**config.mk**
```make
export PLATFORM = sky130hd
export DESIGN_NAME = pes_booth_seq
export DESIGN_NICKNAME = d
export VERILOG_FILES = /design/src/rtl/pes_booth_pkg.sv /design/src/rtl/pes_booth_seq_cnt.sv /design/src/rtl/pes_booth_seq.sv
export SDC_FILE = /design/constraint.sdc
export NUM_CORES = 1
export LEC_CHECK = 0
export CORE_ASPECT_RATIO = 0.5
export CORE_MARGIN = 1.5
export CORE_UTILIZATION = 36
export CTS_CLUSTER_DIAMETER = 100
export DETAILED_ROUTE_END_ITERATION = 6
export GPL_TIMING_DRIVEN = 0
export PLACE_DENSITY = 0.74
export SYNTH_ARGS = -nofsm -noshare
export SYNTH_HDL_FRONTEND = slang
export SYNTH_HIERARCHICAL = 1
export SYNTH_SLANG_ARGS = --single-unit
```
**constraint.sdc**
```tcl
create_clock -name clk -period 1.3 [get_ports clk]
set_clock_uncertainty 0.15 [all_clocks]
set_input_delay 0.13 -clock clk [delete_from_list [all_inputs] [get_ports clk]]
set_output_delay 0.13 -clock clk [all_outputs]
set_load 0.005 [all_outputs]
```
**src/rtl/pes_booth_pkg.sv**
```systemverilog
// Shared types and defaults for the Booth multiplier operand sequencer.
// Holds the FSM state encoding and a generic product sign-extension helper.
package pes_booth_pkg;

    typedef enum logic [1:0] {
        IDLE = 2'd0,
        LOAD = 2'd1,
        RUN  = 2'd2,
        HOLD = 2'd3
    } state_e;

    localparam int DEF_N       = 4;
    localparam int DEF_MUL_LAT = 4;
    localparam int DEF_ACC_W   = 16;

    // Replicates bit from_w-1 of v into every bit above it; callers truncate to their width.
    function automatic logic [63:0] sign_extend(input logic [63:0] v, input int from_w);
        logic [63:0] r;
        r = v;
        for (int i = 0; i < 64; i++) begin
            if (i >= from_w) r[i] = v[6'(from_w - 1)];
        end
        return r;
    endfunction

endpackage

```
**src/rtl/pes_booth_seq_cnt.sv**
```systemverilog
// Latency down-counter: loads MUL_LAT, counts down while enabled, done at zero.
module pes_booth_seq_cnt #(
    parameter int MUL_LAT = 4
) (
    input  logic clk,
    input  logic reset,
    input  logic load,
    input  logic en,
    output logic done
);

    localparam int CW = $clog2(MUL_LAT + 1);

    logic [CW-1:0] cnt_q, cnt_d;

    always_comb begin
        cnt_d = cnt_q;
        if (load) begin
            cnt_d = CW'(MUL_LAT);
        end else if (en && (cnt_q != '0)) begin
            cnt_d = cnt_q - 1'b1;
        end
    end

    assign done = (cnt_q == '0);

    always_ff @(posedge clk) begin
        if (reset) cnt_q <= '0;
        else       cnt_q <= cnt_d;
    end

endmodule

```
**src/rtl/pes_booth_seq.sv**
```systemverilog
// Operand sequencer and result capture around the radix-2 Booth multiplier.
// Define PES_BSEQ_ACC_EN to turn the result register into a running accumulator.
module pes_booth_seq
    import pes_booth_pkg::*;
#(
    parameter int N       = DEF_N,
    parameter int MUL_LAT = DEF_MUL_LAT,
    parameter int ACC_W   = DEF_ACC_W
) (
    input  logic             clk,
    input  logic             reset,
    input  logic             in_valid,
    output logic             in_ready,
    input  logic [N-1:0]     in_m,
    input  logic [N-1:0]     in_q,
    input  logic             acc_clr,
    output logic             mul_load,
    output logic             mul_reset,
    output logic [N-1:0]     mul_m,
    output logic [N-1:0]     mul_q,
    input  logic [2*N-1:0]   mul_p,
    output logic             out_valid,
    input  logic             out_ready,
    output logic [ACC_W-1:0] out_data,
    output logic             busy
);

    state_e           state_q, state_d;
    logic             in_ready_q, in_ready_d;
    logic             mul_load_q, mul_load_d;
    logic             mul_reset_q, mul_reset_d;
    logic             out_valid_q, out_valid_d;
    logic             busy_q, busy_d;
    logic [N-1:0]     mul_m_q, mul_m_d;
    logic [N-1:0]     mul_q_q, mul_q_d;
    logic [ACC_W-1:0] res_q, res_d;
    logic [ACC_W-1:0] prod_ext;
    logic             cnt_done;
    logic             accept;
    logic             capture;

    // Counter is armed during LOAD so capture lands MUL_LAT edges after the multiplier samples load.
    pes_booth_seq_cnt #(.MUL_LAT(MUL_LAT)) u_cnt (
        .clk   (clk),
        .reset (reset),
        .load  (state_q == LOAD),
        .en    (state_q == RUN),
        .done  (cnt_done)
    );

    assign accept   = (state_q == IDLE) && in_valid;
    assign capture  = (state_q == RUN) && cnt_done;
    assign prod_ext = ACC_W'(sign_extend(64'(mul_p), 2 * N));

`ifndef PES_BSEQ_ACC_EN
    logic unused_acc_clr;
    assign unused_acc_clr = acc_clr;
`endif

    always_comb begin
        state_d = state_q;
        case (state_q)
            IDLE:    if (in_valid) state_d = LOAD;
            LOAD:    state_d = RUN;
            RUN:     if (cnt_done) state_d = HOLD;
            HOLD:    if (out_ready) state_d = IDLE;
            default: state_d = IDLE;
        endcase

        in_ready_d  = (state_d == IDLE);
        mul_load_d  = (state_d == LOAD);
        out_valid_d = (state_d == HOLD);
        busy_d      = (state_d != IDLE);
        mul_reset_d = 1'b0;
        mul_m_d     = accept ? in_m : mul_m_q;
        mul_q_d     = accept ? in_q : mul_q_q;

`ifdef PES_BSEQ_ACC_EN
        // A clear on the capture edge restarts the sum from this product.
        res_d = acc_clr ? '0 : res_q;
        if (capture) res_d = res_d + prod_ext;
`else
        res_d = capture ? prod_ext : res_q;
`endif
    end

    always_ff @(posedge clk) begin
        if (reset) begin
            state_q     <= IDLE;
            in_ready_q  <= 1'b1;
            mul_load_q  <= 1'b0;
            mul_reset_q <= 1'b1;
            out_valid_q <= 1'b0;
            busy_q      <= 1'b0;
            mul_m_q     <= '0;
            mul_q_q     <= '0;
            res_q       <= '0;
        end else begin
            state_q     <= state_d;
            in_ready_q  <= in_ready_d;
            mul_load_q  <= mul_load_d;
            mul_reset_q <= mul_reset_d;
            out_valid_q <= out_valid_d;
            busy_q      <= busy_d;
            mul_m_q     <= mul_m_d;
            mul_q_q     <= mul_q_d;
            res_q       <= res_d;
        end
    end

    assign in_ready  = in_ready_q;
    assign mul_load  = mul_load_q;
    assign mul_reset = mul_reset_q;
    assign mul_m     = mul_m_q;
    assign mul_q     = mul_q_q;
    assign out_valid = out_valid_q;
    assign out_data  = res_q;
    assign busy      = busy_q;

endmodule

```
# After elaboration in Yosys (flattened, before gate mapping)

Cells that the tools add are included.

Word-level logic and storage cells: 34
Memories kept: 0
Bits of input ports: 21
Bits in latches: 0
Memory bits (read-only): 0
Bits in registers: 26
Bits in writable memories: 0

Add/subtract/negate cells: 1
Mux-type cells: 7
Multiply operators: 0
Order comparisons: 0
Reduce and logical (&&, ||, !) cells: 10
Div/mod/pow operators: 0
Equal/unequal tests: 5
Bitwise gates (word level): 0
Shift-type cells: 0

Operator list:

| operator                                                           | count |
|---|---|
| 2-bit one-hot mux with 4 select lines                              | 1 |
| 2-bit == test, second input constant                               | 3 |
| 2-bit two-way mux                                                  | 3 |
| 3-bit two-way mux                                                  | 2 |
| 2-bit by 1-bit == test with 1-bit output, second input constant    | 2 |
| 2-bit zero test                                                    | 2 |
| 2-bit nonzero test                                                 | 2 |
| 1-bit logical AND                                                  | 3 |
| 3-bit zero test                                                    | 1 |
| 3-bit nonzero test                                                 | 1 |
| 3-bit by 1-bit subtractor with 3-bit output, second input constant | 1 |
| 2-bit OR reduction                                                 | 1 |
| 1-bit two-way mux                                                  | 1 |

# Longest topological paths before layout

Gate-level depths: netlist (run 1).

Depth after elaboration: 4
Mapped depth: 8
Gate-level depth less buffers: 7

# By module

Netlist (run 1), hierarchy kept.

Modules (own cells, without submodules):

| module            | area an instance (um2) | cells each | times used |
|---|---|---|---|
| pes_booth_seq     | 885.8                  | 94         | 1 |
| pes_booth_seq_cnt | 183.9                  | 19         | 1 |

# Worst setup path before layout (run 1)

OpenSTA, ideal clock, no wires.

Path kind: register to register
Start: register u_cnt.cnt_q[0]
End: register out_data[7] (netlist name)
Library setup time: 0.132 ns
Buffers on the path: 1
Data arrival time: 1.111 ns
Period minus slack after synthesis: 1.393 ns
Slack: -0.093 ns
Cell stages (with the launch flop): 9
Cell sequence: dfxtp_1 inv_1 ha_1 nand2b_4 inv_1 and3b_1 buf_4 nand2_1 a21oi_1

Longest elaborated chain between the ends: 2

RTL lines:

| what                     | RTL line                | source |
|---|---|---|
| start: declaration       | pes_booth_seq_cnt.sv:14 | `logic [CW-1:0] cnt_q, cnt_d;` |
| start signal: assignment | pes_booth_seq_cnt.sv:29 | `else cnt_q <= cnt_d;` |
| 3-bit zero test          | pes_booth_seq_cnt.sv:25 | `assign done = (cnt_q == '0);` |
| named net cnt_done       | pes_booth_seq.sv:38     | `logic cnt_done;` |
| 1-bit logical AND        | pes_booth_seq.sv:52     | `assign capture = (state_q == RUN) && cnt_done;` |

The timed path passes the listed nets, and every way through them passes these cells.
A chain may end at the register's enable or synchronous reset.

# Worst setup path in the final report (run 1)

Start: register u_cnt.cnt_q[0]
End: register res_q[4], in the netlist out_data[4]

Longest elaborated chain between the ends: 2

RTL lines:

| what                   | RTL line                | source |
|---|---|---|
| 3-bit zero test        | pes_booth_seq_cnt.sv:25 |  |
| named net cnt_done     | pes_booth_seq.sv:38     |  |
| 1-bit logical AND      | pes_booth_seq.sv:52     |  |
| end signal: assignment | pes_booth_seq.sv:107    | `res_q <= res_d;` |
| end: declaration       | pes_booth_seq.sv:36     | `logic [ACC_W-1:0] res_q, res_d;` |

The timed path passes the listed nets, and every way through them passes these cells.

==> insert_results.sql, run 1 <==
INSERT INTO impl_metrics (metric_group, metric, value, unit) VALUES
('drt', 'drt-initial-drc-count', '17', ''),
('floorplanning', 'die_span_x', '80.1', 'microns'),
('timing', 'fin_tns_setup', '-0.568', 'ns'),
('clocking', 'cts_max_path_buffers', '2', ''),
('synth', 'ys_warn_count', '6', ''),
('placed_design', 'place.gp.congestion', '0.724', ''),
('timing', 'post-route-min-period', '1.35', 'ns'),
('setup_path', 'peak_fanout_along_the_critical_path', '8', ''),
('setup_path', 'cp.arrival', '1.42', 'ns'),
('placed_design', 'place.port_buffers', '48', ''),
('global_route', 'grt_pass1_vias', '908', ''),
('drt', 'route.detailed.drc', '0', ''),
('drt', 'routed_wirelength', '2.70', 'mm'),
('setup_path', 'critPathMostFrequentCell', 'inv_2', ''),
('setup_path', 'critical_path.endpoint_type', 'register', ''),
('setup_path', 'worst_path_max_delay_cell', 'dfxtp_2', ''),
('clocking', 'cts.reportedPaths.clkPinSlew', '0.09', 'ns'),
('clocking', 'htree_num_levels', '1', ''),
('setup_path', 'cp_cell_sequence', 'inv_2 -> ha_4 -> nand2b_4 -> inv_2 -> and3b_1 -> buf_6 -> nand2_1 -> a21oi_2', ''),
('setup_path', 'worst-setup-path-type', 'reg2reg', ''),
('synth', 'synth_flop_cell', 'dfxtp_1', ''),
('drt', 'first_pass_iters', '4', ''),
('run_status', 'violations', 'setup timing', ''),
('global_route', 'groute.layer.met1.usage', '18.9', '%'),
('clocking', 'clkSinkCount', '26', ''),
('clocking', 'clk-insertion-delay-late', '0.28', 'ns'),
('global_route', 'grt_overflow_total', '0', ''),
('clocking', 'cts_root_buf', 'clkbuf_8', ''),
('synth', 'postSynthRegisterBits', '26', ''),
('floorplanning', 'die_height', '41.5', 'microns'),
('setup_path', 'max_stage_delay_on_crit_path', '0.33', 'ns'),
('cells_and_area', 'layout-area-overhead-vs-synth', '72.2', '%'),
('synth', 'synth_fp_nets', '136', ''),
('synth', 'synth_top_cells_by_area', 'dfxtp_1 49%, mux2i_1 8.4%, buf_4 7.0%, nand2_1 6.0%, nor2_1 4.6%', ''),
('floorplanning', 'die_area', '3330', 'sq um'),
('global_route', 'antenna_found_initial', '0', ''),
('synth', 'synth-async-reset-ratio', '0', '%'),
('run_status', 'status', 'finished with violations', ''),
('timing', 'finalHoldWorstSlack', '0.00476', 'ns'),
('timing', 'slew_violations', '0', ''),
('drt', 'vias', '972', ''),
('cells_and_area', 'final_layout_size_suffix_gt1_share', '36.7', '%'),
('floorplanning', 'design.portCount', '50', ''),
('timing', 'setup_viol', '14', ''),
('synth', 'synth_top_cell_area_share', '48.7', '%'),
('drt', 'post_drt_via_cell_ratio', '4.48', ''),
('pwr', 'power-per-cell-area', '1110', 'nW/um^2'),
('global_route', 'globalRouteMet3Util', '4.62', '%'),
('clocking', 'cts_inserted_buffers', '3', ''),
('timing', 'tightestPinTransition', '0.223', 'ns'),
('global_route', 'grt_use_total', '16.7', '%'),
('pwr', 'cellLeakagePower', '0.000854', 'uW'),
('floorplanning', 'floorplan.core_area', '2700', 'sq um'),
('drt', 'post_drt_wl_per_cell', '12.4', 'microns'),
('synth', 'synth.yosys.seq_area_share', '48.7', '%'),
('setup_path', 'crit_path_start_kind', 'register', ''),
('timing', 'max_freq', '740', 'MHz'),
('drt', 'antenna_violating_nets_post_route', '0', ''),
('synth', 'synth_cells', '113', ''),
('synth', 'synth_edf_count', '0', ''),
('floorplanning', 'floorplan.initialDensity', '39.6', '%'),
('timing', 'hold_violations', '0', ''),
('global_route', 'maximum_number_of_pins_on_one_net_before_global_route_repair', '15', ''),
('pwr', 'irDropWorstVdd', '0.615', 'mV'),
('global_route', 'grtUsageMet2', '29.4', '%'),
('timing', 'grt_setup_unrepaired', 'true', ''),
('timing', 'post-route-period-util', '104', '%'),
('timing', 'worst_slew_margin_rel', '85.0', '%'),
('synth', 'synth_top_area_cell', 'dfxtp_1', ''),
('timing', 'final.setup.worst_slack', '-0.0507', 'ns'),
('global_route', 'grt_first_pass_wirelength', '4.14', 'mm'),
('synth', 'synth.lib_cells_used.distinct', '28', ''),
('cells_and_area', 'layout.nets', '204', ''),
('cells_and_area', 'antennaDiodeCount', '0', ''),
('job', 'cap_viol_max_count', '0', ''),
('synth', 'mean_instance_size_in_the_synthesized_netlist', '9.47', 'sq um'),
('global_route', 'grt.busiest_layer', 'met2', ''),
('placed_design', 'hpwl', '1.69', 'mm'),
('clocking', 'cts_tree', 'yes', ''),
('setup_path', 'worstPathRequired', '1.37', 'ns'),
('floorplanning', 'row_count', '13', ''),
('min_path', 'worst_hold_path_type', 'in2reg', ''),
('synth', 'post_synthesis_instance_area', '1070', 'sq um');
## power by group
group / switching, uW / internal, uW / leakage [uW] / total [uW]
Combinational: 233 / 353 / 0.000607 / 585
Clock: 267 / 272 / 0.0000288 / 538
Sequential: 42.3 / 872 / 0.000218 / 915
Total: 542 / 1500 / 0.000854 / 2040
## stage by stage
stage / power (uW) / cells / util [%] / instance area [sq um] / setup WS, ns
after floorplan: 1190 / 113 / - / 1090 / -0.00967
after global placement: 1430 / 198 / 59.7 / 1610 / -0.459
after detailed placement: 1440 / 198 / 59.7 / 1610 / -0.472
after CTS: 2000 / 212 / 65.6 / 1770 / -0.0533
after global routing: 2150 / 217 / 68.2 / 1840 / -0.147
final: 2040 / 217 / 68.2 / 1840 / -0.0507
## registers in the layout (all words and copies together) (netlist names)
register / flops
mul_load: 1
out_valid: 1
mul_reset: 1
in_ready: 1
busy: 1
mul_q: 4
state_q: 2
mul_m: 4
u_cnt/cnt_q: 3
out_data: 8
## cell usage in the layout, fill, tap and decap left out, drive strengths merged, types with 2 or more instances in the layout
cell / n
ha: 2
clkdlybuf4s50: 18
mux2i: 9
dfxtp: 26
buf: 35
clkbuf: 4
nand2: 17
nand2b: 2
dlygate4sd3: 2
a21oi: 9
nor2: 13
dlygate4sd2: 20
inv: 5
nor2b: 2
## Yosys cell counts (2+ instances only)
cell,n
buf_4,10
ha_1,2
nand2_1,17
nor2_1,13
a21oi_1,9
inv_1,5
nor2b_1,2
buf_6,2
mux2i_1,9
dfxtp_1,26
## per-layer routing
layer | vias to the layer above | wire, microns
met5 | - | 0
met4 | 0 | 37
met3 | 4 | 110
met2 | 19 | 1380
met1 | 446 | 1180
li1 | 503 | -
## cell families (layout without fill, tap and decap cells)
family / count (synthesis) / after routing / synth area share, %
AOI/OAI and AO/OA: 16 / 16 / 9.59
adders and majority gates: 2 / 2 / 2.34
buffers and inverters: 19 / 86 / 11.7
DFF: 26 / 26 / 48.7
muxes: 9 / 9 / 8.42
and+or+nand+nor: 41 / 41 / 19.3
## worst paths after layout
check / startpoint / endpoint / slack [ns] / depth (start not counted)
max: u_cnt/cnt_q[0] / out_data[4] / -0.05 / 8
min: reset / u_cnt/cnt_q[1] / 0.005 / 2
min reg2reg: out_data[5] / out_data[5] / 0.31 / 2
max reg2reg: u_cnt/cnt_q[0] / out_data[4] / -0.05 / 8
## layout make-up
| cell class | instances | area, sq um |
|---|---|---|
| fillers | 223 | 858 |
| repair buffers | 65 | 597 |
| flip-flops and latches | 26 | 539 |
| multi-input cells | 68 | 472 |
| plain buffers | 12 | 114 |
| clock buffers | 4 | 55.1 |
| well taps | 37 | 46.3 |
| inverters | 5 | 18.8 |
## repair_timing
item	4_1_cts	5_1_grt
resized for setup	84	9
pin swaps	9	7
buffers inserted	12	3
hold endpoints to repair	0	1
hold buffers	0	2
setup endpoints to repair	47	28
## worst max-delay path, delay by kind of cell, from the launching register on
family | cells | cell delay [ns]
and+or+nand+nor | 3 | 0.29
DFF | 1 | 0.33
adders and majority gates | 1 | 0.16
buffers and inverters | 3 | 0.27
AOI/OAI and AO/OA | 1 | 0.10
(Power assumes the default switching activity.)
==> run 2, diff against run 1 <==
- ABC_AREA: unset -> 1
- ABC_CLOCK_PERIOD_IN_PS: unset -> 1300
- PLACE_DENSITY: 0.74 -> 0.75
==> run 2 against run 1 <==
Compared with the run above:
- the run still ends with setup timing left
- worst setup slack improved by 0.015 ns
- critical endpoint is now u_cnt/cnt_q[0]
- hold slack improved by 0.26 ns
- count of clock-buffer cells in the layout decreased by 1
- combinational power increased by 37%
- critical path type unchanged
- core utilization decreased by 1.3 points
==> insert_results.sql, run 2 <==
INSERT INTO impl_metrics (metric_group, metric, value, unit) VALUES
('clocking', 'clk-insertion-delay-late', '0.27', 'ns'),
('synth', 'synth.yosys.seq_area_share', '49.2', '%'),
('synth', 'post_synthesis_instance_area', '1060', 'sq um'),
('synth', 'post-synth-top-count-cell', 'dfxtp_1', ''),
('synth', 'mean_instance_size_in_the_synthesized_netlist', '8.07', 'sq um'),
('timing', 'finalHoldWorstSlack', '0.268', 'ns'),
('placed_design', 'place.gp.congestion', '0.686', ''),
('floorplanning', 'floorplan.initialDensity', '39.4', '%'),
('cells_and_area', 'layout.cells.most_common_list', '20 x buf_4, 20 x dlygate4sd2_1, 19 x nor2_1, 19 x clkdlybuf4s50_1, 14 x dfxtp_2', ''),
('pwr', 'pwr-share-comb', '32.9', '%'),
('cells_and_area', 'layout-area-overhead-vs-synth', '69.9', '%'),
('run_status', 'violations', 'setup timing', ''),
('pwr', 'power-per-cell-area', '1360', 'nW/um^2'),
('setup_path', 'r2r_cells', '6', ''),
('clocking', 'cts_max_path_buffers', '2', ''),
('synth', 'synth_fp_nets', '154', ''),
('job', 'cap_viol_max_count', '0', ''),
('cells_and_area', 'layout.nets', '220', ''),
('timing', 'tightestPinTransition', '0.501', 'ns'),
('setup_path', 'worst_path_max_delay_cell', 'dfxtp_4', ''),
('floorplanning', 'floorplan.core_area', '2680', 'sq um'),
('global_route', 'grt_pass1_vias', '897', ''),
('setup_path', 'peak_fanout_along_the_critical_path', '3', ''),
('cells_and_area', 'regArea', '546', 'sq um'),
('synth', 'synth_cells', '131', ''),
('timing', 'setup_viol', '1', ''),
('setup_path', 'critical_path.endpoint_type', 'register', ''),
('cells_and_area', 'total_area_of_multi_input_combinational_cells', '463', 'sq um'),
('setup_path', 'cp_cell_sequence', 'inv_1 -> nand2_2 -> inv_1 -> or2_1 -> o21bai_1 -> a21oi_1', ''),
('timing', 'max_freq', '749', 'MHz'),
('timing', 'worst_slew_margin_rel', '66.6', '%'),
('floorplanning', 'die_height', '41.3', 'microns'),
('setup_path', 'critPathMostFrequentCell', 'inv_1', ''),
('setup_path', 'cp.arrival', '1.38', 'ns'),
('timing', 'grt_setup_unrepaired', 'true', ''),
('cells_and_area', 'nFillCells', '228', ''),
('drt', 'post_drt_wl_per_cell', '11.7', 'microns'),
('clocking', 'cts.reportedPaths.clkPinSlew', '0.09', 'ns'),
('drt', 'post_drt_via_cell_ratio', '4.55', ''),
('drt', 'antenna_violating_nets_post_route', '0', ''),
('min_path', 'hold_depth', '3', ''),
('synth', 'postSynthRegisterBits', '26', ''),
('pwr', 'irDropWorstVdd', '0.584', 'mV'),
('floorplanning', 'die_area', '3290', 'sq um'),
('clocking', 'clkSinkCount', '26', ''),
('timing', 'fin_tns_setup', '-0.0356', 'ns'),
('timing', 'hold_violations', '0', ''),
('cells_and_area', 'final_layout_size_suffix_gt1_share', '34.7', '%'),
('pwr', 'cell_internal_pwr', '1730', 'uW'),
('pwr', 'share_seq_of_total_power', '39.7', '%'),
('drt', 'first_pass_iters', '4', ''),
('synth', 'synth_top_area_cell', 'dfxtp_1', ''),
('synth', 'synth_top_cell_area_share', '49.2', '%'),
('cells_and_area', 'antennaDiodeCount', '0', ''),
('setup_path', 'rr_endpoint', 'u_cnt/cnt_q[0]', ''),
('pwr', 'clockPowerShare', '27.4', '%'),
('timing', 'slew_violations', '0', ''),
('synth', 'synth_top_cells_by_area', 'dfxtp_1 49%, nor2_1 6.7%, buf_4 6.4%, nand2_1 6.0%, nand3_1 5.2%', ''),
('drt', 'routed_wirelength', '2.73', 'mm'),
('floorplanning', 'die_span_x', '79.6', 'microns'),
('setup_path', 'crit_path_start_kind', 'register', ''),
('min_path', 'worst_hold_path_type', 'in2reg', ''),
('setup_path', 'r2r-start', 'state_q[1]', ''),
('pwr', 'cellLeakagePower', '0.000869', 'uW'),
('clocking', 'cts_inserted_buffers', '3', ''),
('synth', 'synth.lib_cells_used.distinct', '20', ''),
('global_route', 'grt_first_pass_wirelength', '3.97', 'mm'),
('floorplanning', 'design.portCount', '50', ''),
('synth', 'ys_warn_count', '6', ''),
('floorplanning', 'row_count', '13', ''),
('global_route', 'antenna_found_initial', '0', ''),
('min_path', 'worst_hold_path.endpoint', 'out_data[5]', ''),
('placed_design', 'hpwl', '1.86', 'mm'),
('clocking', 'htree_num_levels', '1', ''),
('drt', 'vias', '1059', ''),
('cells_and_area', 'largest_register_ff_count', '8', ''),
('global_route', 'maximum_number_of_pins_on_one_net_before_global_route_repair', '16', ''),
('setup_path', 'timing.reg2reg.setup_slack', '-0.04', 'ns'),
('clocking', 'cts_tree', 'yes', ''),
('drt', 'drt-initial-drc-count', '27', ''),
('synth', 'synth_common_cells', '26 x dfxtp_1, 19 x nor2_1, 17 x nand2_1, 14 x inv_1, 11 x nand3_1', ''),
('global_route', 'grt_overflow_total', '0', ''),
('synth', 'synth-async-reset-ratio', '0', '%'),
('clocking', 'cts_root_buf', 'clkbuf_8', ''),
('setup_path', 'worst-setup-path-type', 'reg2reg', ''),
('setup_path', 'worstPathRequired', '1.35', 'ns'),
('timing', 'final.setup.worst_slack', '-0.0356', 'ns'),
('pwr', 'switching_share', '29.0', '%'),
('synth', 'synth_edf_count', '0', ''),
('drt', 'route.detailed.drc', '0', ''),
('min_path', 'holdCritStartpoint', 'mul_p[5]', ''),
('timing', 'post-route-period-util', '103', '%'),
('cells_and_area', 'utilization', '66.9', '%'),
('run_status', 'status', 'finished with violations', ''),
('setup_path', 'max_stage_delay_on_crit_path', '0.36', 'ns'),
('timing', 'post-route-min-period', '1.34', 'ns'),
('global_route', 'grt_use_total', '16.0', '%'),
('synth', 'synth_flop_cell', 'dfxtp_1', ''),
('pwr', 'p_sw', '709', 'uW'),
('placed_design', 'place.port_buffers', '48', '');
## run 2: cell count changes in the layout (fill, tap and decap cells not counted), moves of 8 or more
cell,before,now
buf_6,16,2
nand3_1,1,11
dfxtp_2,6,14
inv_1,2,10
o21ai_0,0,8
## run 2: layout make-up
cell class | count | area share, %
sequential | 26 | 30.4
timing repair buffer | 60 | 28.8
multi-input combinational | 79 | 25.8
buffer | 10 | 4.18
inverter | 16 | 4.04
tap | 37 | 2.58
clock buffer | 3 | 2.30
clock inverter | 1 | 1.67
timing repair inverter | 1 | 0.348
## run 2: worst max-delay path by stage
stage	cells past startpoint	slack (ns)	from	end
2_1_floorplan	9	0.0002	u_cnt/cnt_q[0]	busy
3_3_place_gp	3	-0.14	reset	mul_load
3_5_place_dp	3	-0.17	reset	out_data[4]
4_1_cts	6	-0.003	state_q[1]	u_cnt/cnt_q[0]
5_1_grt	6	-0.07	state_q[1]	u_cnt/cnt_q[0]
6_report	6	-0.04	state_q[1]	u_cnt/cnt_q[0]
## run 2: metal layers
| metal | track usage (%) | wire length [microns] | vias to the layer above |
|---|---|---|---|
| li1 | - | - | 538 |
| met3 | 4.13 | 94 | 2 |
| met4 | 2.63 | 14 | 0 |
| met5 | 0 | 0 | - |
| met2 | 29.7 | 1390 | 22 |
| met1 | 19.9 | 1240 | 497 |
## run 2: cells by family (layout without fill, tap and decap cells)
| family | count (synthesis) | in the layout | synth area share [%] |
|---|---|---|---|
| fa+ha+maj | 2 | 2 | 2.37 |
| buf+inv | 27 | 91 | 13.5 |
| flops | 26 | 26 | 49.2 |
| simple gates | 55 | 56 | 23.8 |
| compound gates | 21 | 21 | 11.1 |
## run 2: repair_timing
action / 4_1_cts / 5_1_grt
setup endpoints to repair: 44 / 20
cloned: 1 / 1
pin swaps: 2 / 2
hold buffers: 0 / 0
resized for setup: 74 / 10
setup buffers: 6 / 6
## run 2: critical path: cells and delay by family (launching register included)
kind | cells | cell delay [ns]
and+or+nand+nor | 2 | 0.32
DFF | 1 | 0.36
buffers and inverters | 2 | 0.12
AOI/OAI and AO/OA | 2 | 0.32
## run 2: stage by stage
stage          cells  instance area [sq um]  worst slack (ns)  total power (uW)
6_report         233                   1800           -0.0356              2440
5_1_grt          233                   1800           -0.0679              2580
4_1_cts          226                   1720          -0.00324              2370
3_5_place_dp     216                   1610            -0.171              1710
3_3_place_gp     216                   1610            -0.137              1680
2_1_floorplan    131                   1090          0.000176              1350
## run 2: power by group through the flow
stage | sequential [uW] | clock, uW | combinational [uW]
2_1_floorplan | 992 | 0 | 361
3_3_place_gp | 982 | 0 | 703
6_report | 971 | 669 | 804
3_5_place_dp | 989 | 0 | 716
4_1_cts | 970 | 679 | 722
5_1_grt | 986 | 714 | 881
==> run 3, diff against run 2 <==
- ABC_CLOCK_PERIOD_IN_PS: 1300 -> 1600
- CELL_PAD_IN_SITES_DETAIL_PLACEMENT: unset -> 2
- CELL_PAD_IN_SITES_GLOBAL_PLACEMENT: unset -> 2
- CORE_UTILIZATION: 36 -> 23
- PLACE_DENSITY: 0.75 -> 0.83
- clock period: 1.3 -> 1.6 ns (I/O delays scaled with it)
==> run 3 against run 2 <==
Compared with the run above:
- the run ends with DRC left
- wire length is 28% higher
- combinational power is 20% lower
- first-iteration DRC count is 37% lower
- critical path depth is 5 lower
- power is 18% lower
- non-clock buffer count is 7 lower
- sequential power is 18% lower
- register-to-register slack better by 0.14 ns
- global-route usage is 2.1 points lower
- die area is 53% higher
- flip-flop and latch count stayed put
- largest power group unchanged
==> insert_results.sql, run 3 (synthesized netlist as in run 2, its figures left out) <==
INSERT INTO impl_metrics (metric_group, metric, value, unit) VALUES
('pwr', 'clockPowerShare', '28.0', '%'),
('floorplanning', 'design.portCount', '50', ''),
('clocking', 'htree_num_levels', '1', ''),
('global_route', 'grt_use_total', '13.9', '%'),
('floorplanning', 'die_area', '5040', 'sq um'),
('placed_design', 'placed_cells_incl_taps', '236', ''),
('pwr', 'p_sw', '584', 'uW'),
('floorplanning', 'die_span_x', '98.9', 'microns'),
('cells_and_area', 'stdcell_area', '1730', 'sq um'),
('clocking', 'clk-insertion-delay-late', '0.28', 'ns'),
('run_status', 'status', 'finished with violations', ''),
('clocking', 'cts_inserted_buffers', '3', ''),
('timing', 'setup_viol', '0', ''),
('pwr', 'irDropWorstVdd', '0.488', 'mV'),
('setup_path', 'max_stage_delay_on_crit_path', '0.51', 'ns'),
('cells_and_area', 'final_layout_size_suffix_gt1_share', '22.3', '%'),
('global_route', 'antenna_found_initial', '0', ''),
('setup_path', 'critPathLaunch', 'out_data[7]', ''),
('global_route', 'grt_overflow_total', '0', ''),
('drt', 'drt-initial-drc-count', '17', ''),
('setup_path', 'cp.arrival', '1.20', 'ns'),
('global_route', 'grt_pass1_vias', '1134', ''),
('drt', 'antenna_violating_nets_post_route', '0', ''),
('min_path', 'holdCritStartpoint', 'mul_p[7]', ''),
('pwr', 'share_seq_of_total_power', '39.9', '%'),
('timing', 'worst_slew_margin_rel', '64.4', '%'),
('cells_and_area', 'final_common_cell', 'clkdlybuf4s50_1', ''),
('clocking', 'cts_max_path_buffers', '2', ''),
('timing', 'tightestPinTransition', '0.534', 'ns'),
('placed_design', 'place.port_buffers', '48', ''),
('pwr', 'power-per-cell-area', '1160', 'nW/um^2'),
('floorplanning', 'floorplan.core_area', '4400', 'sq um'),
('setup_path', 'worstPathRequired', '1.29', 'ns'),
('cells_and_area', 'layout.nets', '212', ''),
('drt', 'post_drt_via_cell_ratio', '4.32', ''),
('cells_and_area', 'largest_register_ff_count', '8', ''),
('drt', 'first_pass_iters', '5', ''),
('clocking', 'cts_tree', 'yes', ''),
('job', 'cap_viol_max_count', '0', ''),
('floorplanning', 'die_height', '50.9', 'microns'),
('cells_and_area', 'final_cell_count_no_fill', '245', ''),
('global_route', 'maximum_number_of_pins_on_one_net_before_global_route_repair', '16', ''),
('timing', 'max_freq', '662', 'MHz'),
('clocking', 'cts_hold_buf', '0', ''),
('timing', 'slew_violations', '0', ''),
('run_status', 'violations', 'DRC', ''),
('setup_path', 'r2r-start', 'u_cnt/cnt_q[1]', ''),
('drt', 'post_drt_wl_per_cell', '14.3', 'microns'),
('cells_and_area', 'antennaDiodeCount', '0', ''),
('placed_design', 'hpwl', '2.34', 'mm'),
('timing', 'post-route-min-period', '1.51', 'ns'),
('setup_path', 'cp_cell_sequence', 'clkdlybuf4s50_1', ''),
('timing', 'hold_violations', '0', ''),
('drt', 'routed_wirelength', '3.50', 'mm'),
('setup_path', 'critical_path_buffer_and_inverter_count', '1', ''),
('setup_path', 'worst-setup-path-type', 'reg2out', ''),
('drt', 'wl_met3', '136', 'microns'),
('cells_and_area', 'layout.cells.most_common_list', '40 x clkdlybuf4s50_1, 23 x dfxtp_1, 20 x buf_4', ''),
('clocking', 'cts.reportedPaths.clkPinSlew', '0.09', 'ns'),
('drt', 'route.detailed.drc', '2', ''),
('floorplanning', 'floorplan.initialDensity', '24.0', '%'),
('placed_design', 'place_area', '1610', 'sq um'),
('setup_path', 'crit_path_start_kind', 'register', ''),
('pwr', 'cellLeakagePower', '0.000739', 'uW'),
('drt', 'met2RoutedLength', '1.85', 'mm'),
('pwr', 'pwr-share-comb', '32.2', '%'),
('pwr', 'cell_internal_pwr', '1420', 'uW'),
('cells_and_area', 'layout-area-overhead-vs-synth', '63.7', '%'),
('global_route', 'grt_first_pass_wirelength', '5.42', 'mm'),
('clocking', 'cts_root_buf', 'clkbuf_8', ''),
('setup_path', 'worst_path_max_delay_cell', 'clkdlybuf4s50_1', ''),
('drt', 'top_layer', 'met4', ''),
('timing', 'grt_setup_unrepaired', 'false', ''),
('clocking', 'clkSinkCount', '26', ''),
('timing', 'post-route-period-util', '94.4', '%'),
('pwr', 'switching_share', '29.1', '%'),
('setup_path', 'critPathTopFamily', 'buffers and inverters', ''),
('floorplanning', 'row_count', '17', ''),
('setup_path', 'critical_path.endpoint_type', 'output port', ''),
('drt', 'route.layer.met1.wl', '1.45', 'mm'),
('drt', 'vias', '1059', ''),
('min_path', 'worst_hold_path_type', 'in2reg', ''),
('setup_path', 'peak_fanout_along_the_critical_path', '10', ''),
('placed_design', 'place.gp.congestion', '0.707', '');
[run 3: cell types whose count changed in the layout (fill, tap and decap cells not counted), sizes merged]
cell and delta:
clkdlybuf4s50 +21, dlygate4sd2 -20, buf -6, clkdlybuf4s15 -2, inv -1
[run 3: path summary, 6_finish.rpt]
check                 to  slack [ns]  cells past startpoint
max          out_data[7]        0.09                      1
min          out_data[7]        0.29                      3
max reg2reg  out_data[6]        0.10                      8
min reg2reg  out_data[2]        0.33                      2
[run 3: cell type report]
cell class,instances,area [sq um]
inverter,16,62.6
sequential,26,527
fill,492,2670
clock inverter,1,30.0
buffer,11,86.3
clock buffer,3,41.3
multi-input combinational,79,422
timing repair buffer,52,490
tap,57,71.3
[run 3: timing repair]
action	in CTS	in global routing
endpoints found under the setup margin	20	13
resized for setup	13	6
endpoints found under the hold margin	0	0
buffers inserted	0	4
cloned	1	0
[run 3: per-stage QoR]
stage                     util, %  TNS (ns)  total power, uW  hold slack (ns)  worst slack [ns]
final                        39.3         0             2000            0.292            0.0891
after global routing         39.3         0             2130            0.320           0.00313
after CTS                    38.3         0             1970            0.294            0.0332
after detailed placement     36.5    -0.629             1380            0.311            -0.102
after global placement       36.5   -0.0340             1350            0.303           -0.0220
after floorplan                 -         0             1070           0.0377             0.151
[run 3: tightest hold or removal path, cell delays in order]
cell	delay [ns]
clkdlybuf4s50_1	0.40
nand3_1	0.08
a21oi_1	0.05
[run 3: routing by layer]
| metal | vias up | track usage [%] |
|---|---|---|
| met5 | - | 0 |
| met1 | 503 | 15.6 |
| met3 | 7 | 3.01 |
| li1 | 522 | - |
| met2 | 27 | 27.0 |
| met4 | 0 | 3.57 |
[run 3: power groups by stage]
stage | Clock [uW] | Combinational, uW | Sequential (uW)
6_report | 561 | 644 | 799
5_1_grt | 605 | 708 | 814
4_1_cts | 575 | 597 | 799
3_5_place_dp | 0 | 579 | 806
3_3_place_gp | 0 | 554 | 798
2_1_floorplan | 0 | 270 | 804
==> patch (config.mk and constraints of run 2) <==
Change the package constant `DEF_MUL_LAT` from 4 to 8.
--- a/src/rtl/pes_booth_pkg.sv
+++ b/src/rtl/pes_booth_pkg.sv
@@ -10,7 +10,7 @@
     } state_e;
 
     localparam int DEF_N       = 4;
-    localparam int DEF_MUL_LAT = 4;
+    localparam int DEF_MUL_LAT = 8;
     localparam int DEF_ACC_W   = 16;
 
     // Replicates bit from_w-1 of v into every bit above it; callers truncate to their width.
Check against the original RTL: not equivalent (Yosys sat finds a counterexample within 10 cycles, from zero or initial values and one cycle with reset high).
==> patch against run 2 <==
The flow still finishes with violations (setup timing). Clock power is 28% lower. Design area increased by 4.7%. Routed wire length increased by 15%. Sequential cell count is 1 higher. Power rose by 3.7%. Synthesized cell count increased by 6.1%. Worst hold slack lost 11 ps. Area after synthesis increased by 3.2%. Setup slack worse by 28 ps. Critical path type unchanged. Largest cell class unchanged.
==> patch: results (changes against run 2) <==
* Fmax achieved at 733 MHz (-2.0%)
* Maximum VDD drop at 0.791 mV (+35%)
* Layout cell share with drive strength beyond 1 at 38.2% (+3.5 points)
* Hold WS at 257 ps (-10.8 ps)
* Placed cells at 224 (+3.7%)
* Largest net degree at the start of global routing at 17 (+1)
* Vias in the first global route at 1047 (+17%)
* Detailed placer's ending HPWL at 2010 um (+8.3%)
* Leak Pwr at 0.875 nW (+0.66%)
* 1st-iter DRT viols at 40 (+48%)
* Final setup fails at 13 (+12)
* GRT Total Usage at 19.2% (+3.2 points)
* Largest cells by area after synthesis: dfxtp_1, nand2_1, nand3_1
* CP Data Arrival Time at 1400 ps (+20 ps)
* Worst Setup Slack, final at -63.5 ps (-27.9 ps)
* DR WL/cell at 13.0 um (+11%)
* FILL cells at 203 (-11%)
* Commonest cells post-synth: dfxtp_1, nand2_1, nor2_1
* Global placement routability congestion at 0.735 (+7.2%)
* Via density at 4.70 (+3.3%)
* Nets at 227 (+3.2%)
* Outcome: complete, but fails checks
* Netlist cell types at 16 (-20%)
* Avg Cell Area, Syn at 7.85 um^2 (-2.7%)
* Syn Nets at 161 (+4.5%)
* CP Max Fanout at 5 (+2)
* Violated checks: setup timing
* Final std cells w/o fill at 241 (+3.4%)
* First-pass GRT wire length at 4860 um (+22%)
patch: changes by cell type in the layout (fill, tap and decap cells not counted), sizes merged, moves of 2 or more:
cell,change
buf,+4
o21ai,+2
clkdlybuf4s15,-2
or2,-2
nor2,+2
a21oi,+2
nand3,+4
patch: timing repair:
action	4_1_cts	5_1_grt
gates cloned	2	0
pin swaps	5	5
endpoints found under the setup margin	45	27
hold buffers	0	0
endpoints found under the hold margin	0	0
resized for setup	85	18
setup buffers	11	2
patch: area by class of cell:
class / instances / area share, %
sequential: 27 / 30.1
timing repair buffer: 61 / 30.1
multi-input combinational: 85 / 26.4
buffer: 10 / 4.59
inverter: 17 / 3.79
tap: 37 / 2.46
clock buffer: 3 / 2.20
clock inverter: 1 / 0.399
patch: report_power, final:
part	switching (W)	internal [W]
clock network	0.000265	0.000218
registers	0.0000823	0.000963
logic	0.000477	0.000529
total	0.000824	0.00171
patch: path summary, 6_finish.rpt:
| path | to | depth (start not counted) | startpoint |
|---|---|---|---|
| hold reg to reg | out_data[1] | 2 | out_data[1] |
| setup / recovery | busy | 9 | u_cnt/cnt_q[0] |
| setup reg to reg | busy | 9 | u_cnt/cnt_q[0] |
| hold / removal | out_data[5] | 3 | mul_p[5] |
patch: stage by stage:
stage	worst slack (ps)	TNS [ps]	instance area, um^2
after floorplan	-7.54	-7.54	1120
after detailed placement	-190	-3670	1650
after CTS	-77.6	-554	1830
final	-63.5	-364	1880
after global placement	-137	-2630	1650
after global routing	-132	-1640	1880
patch: critical path, stage by stage (launching register included):
cell     delay, ps
dfxtp_2        350
inv_4           40
ha_4           160
nand2_2         60
inv_2           40
buf_6          130
nand3_4        100
nand3_4        110
nand2_2         80
nand2_1         50
patch: routing by layer:
layer / GRT usage (%) / part of all wire (%) / vias to the layer above
li1: - / - / 571
met1: 21.3 / 42 / 530
met2: 35.0 / 52 / 22
met3: 5.71 / 4.3 / 9
met4: 6.21 / 2.4 / 0
met5: 0 / 0 / -
patch: kinds of logic after synthesis:
family | synth area share, %
fa+ha+maj | 1.15
simple gates | 24.0
compound gates | 11.9
flops | 49.5
buf+inv | 13.4
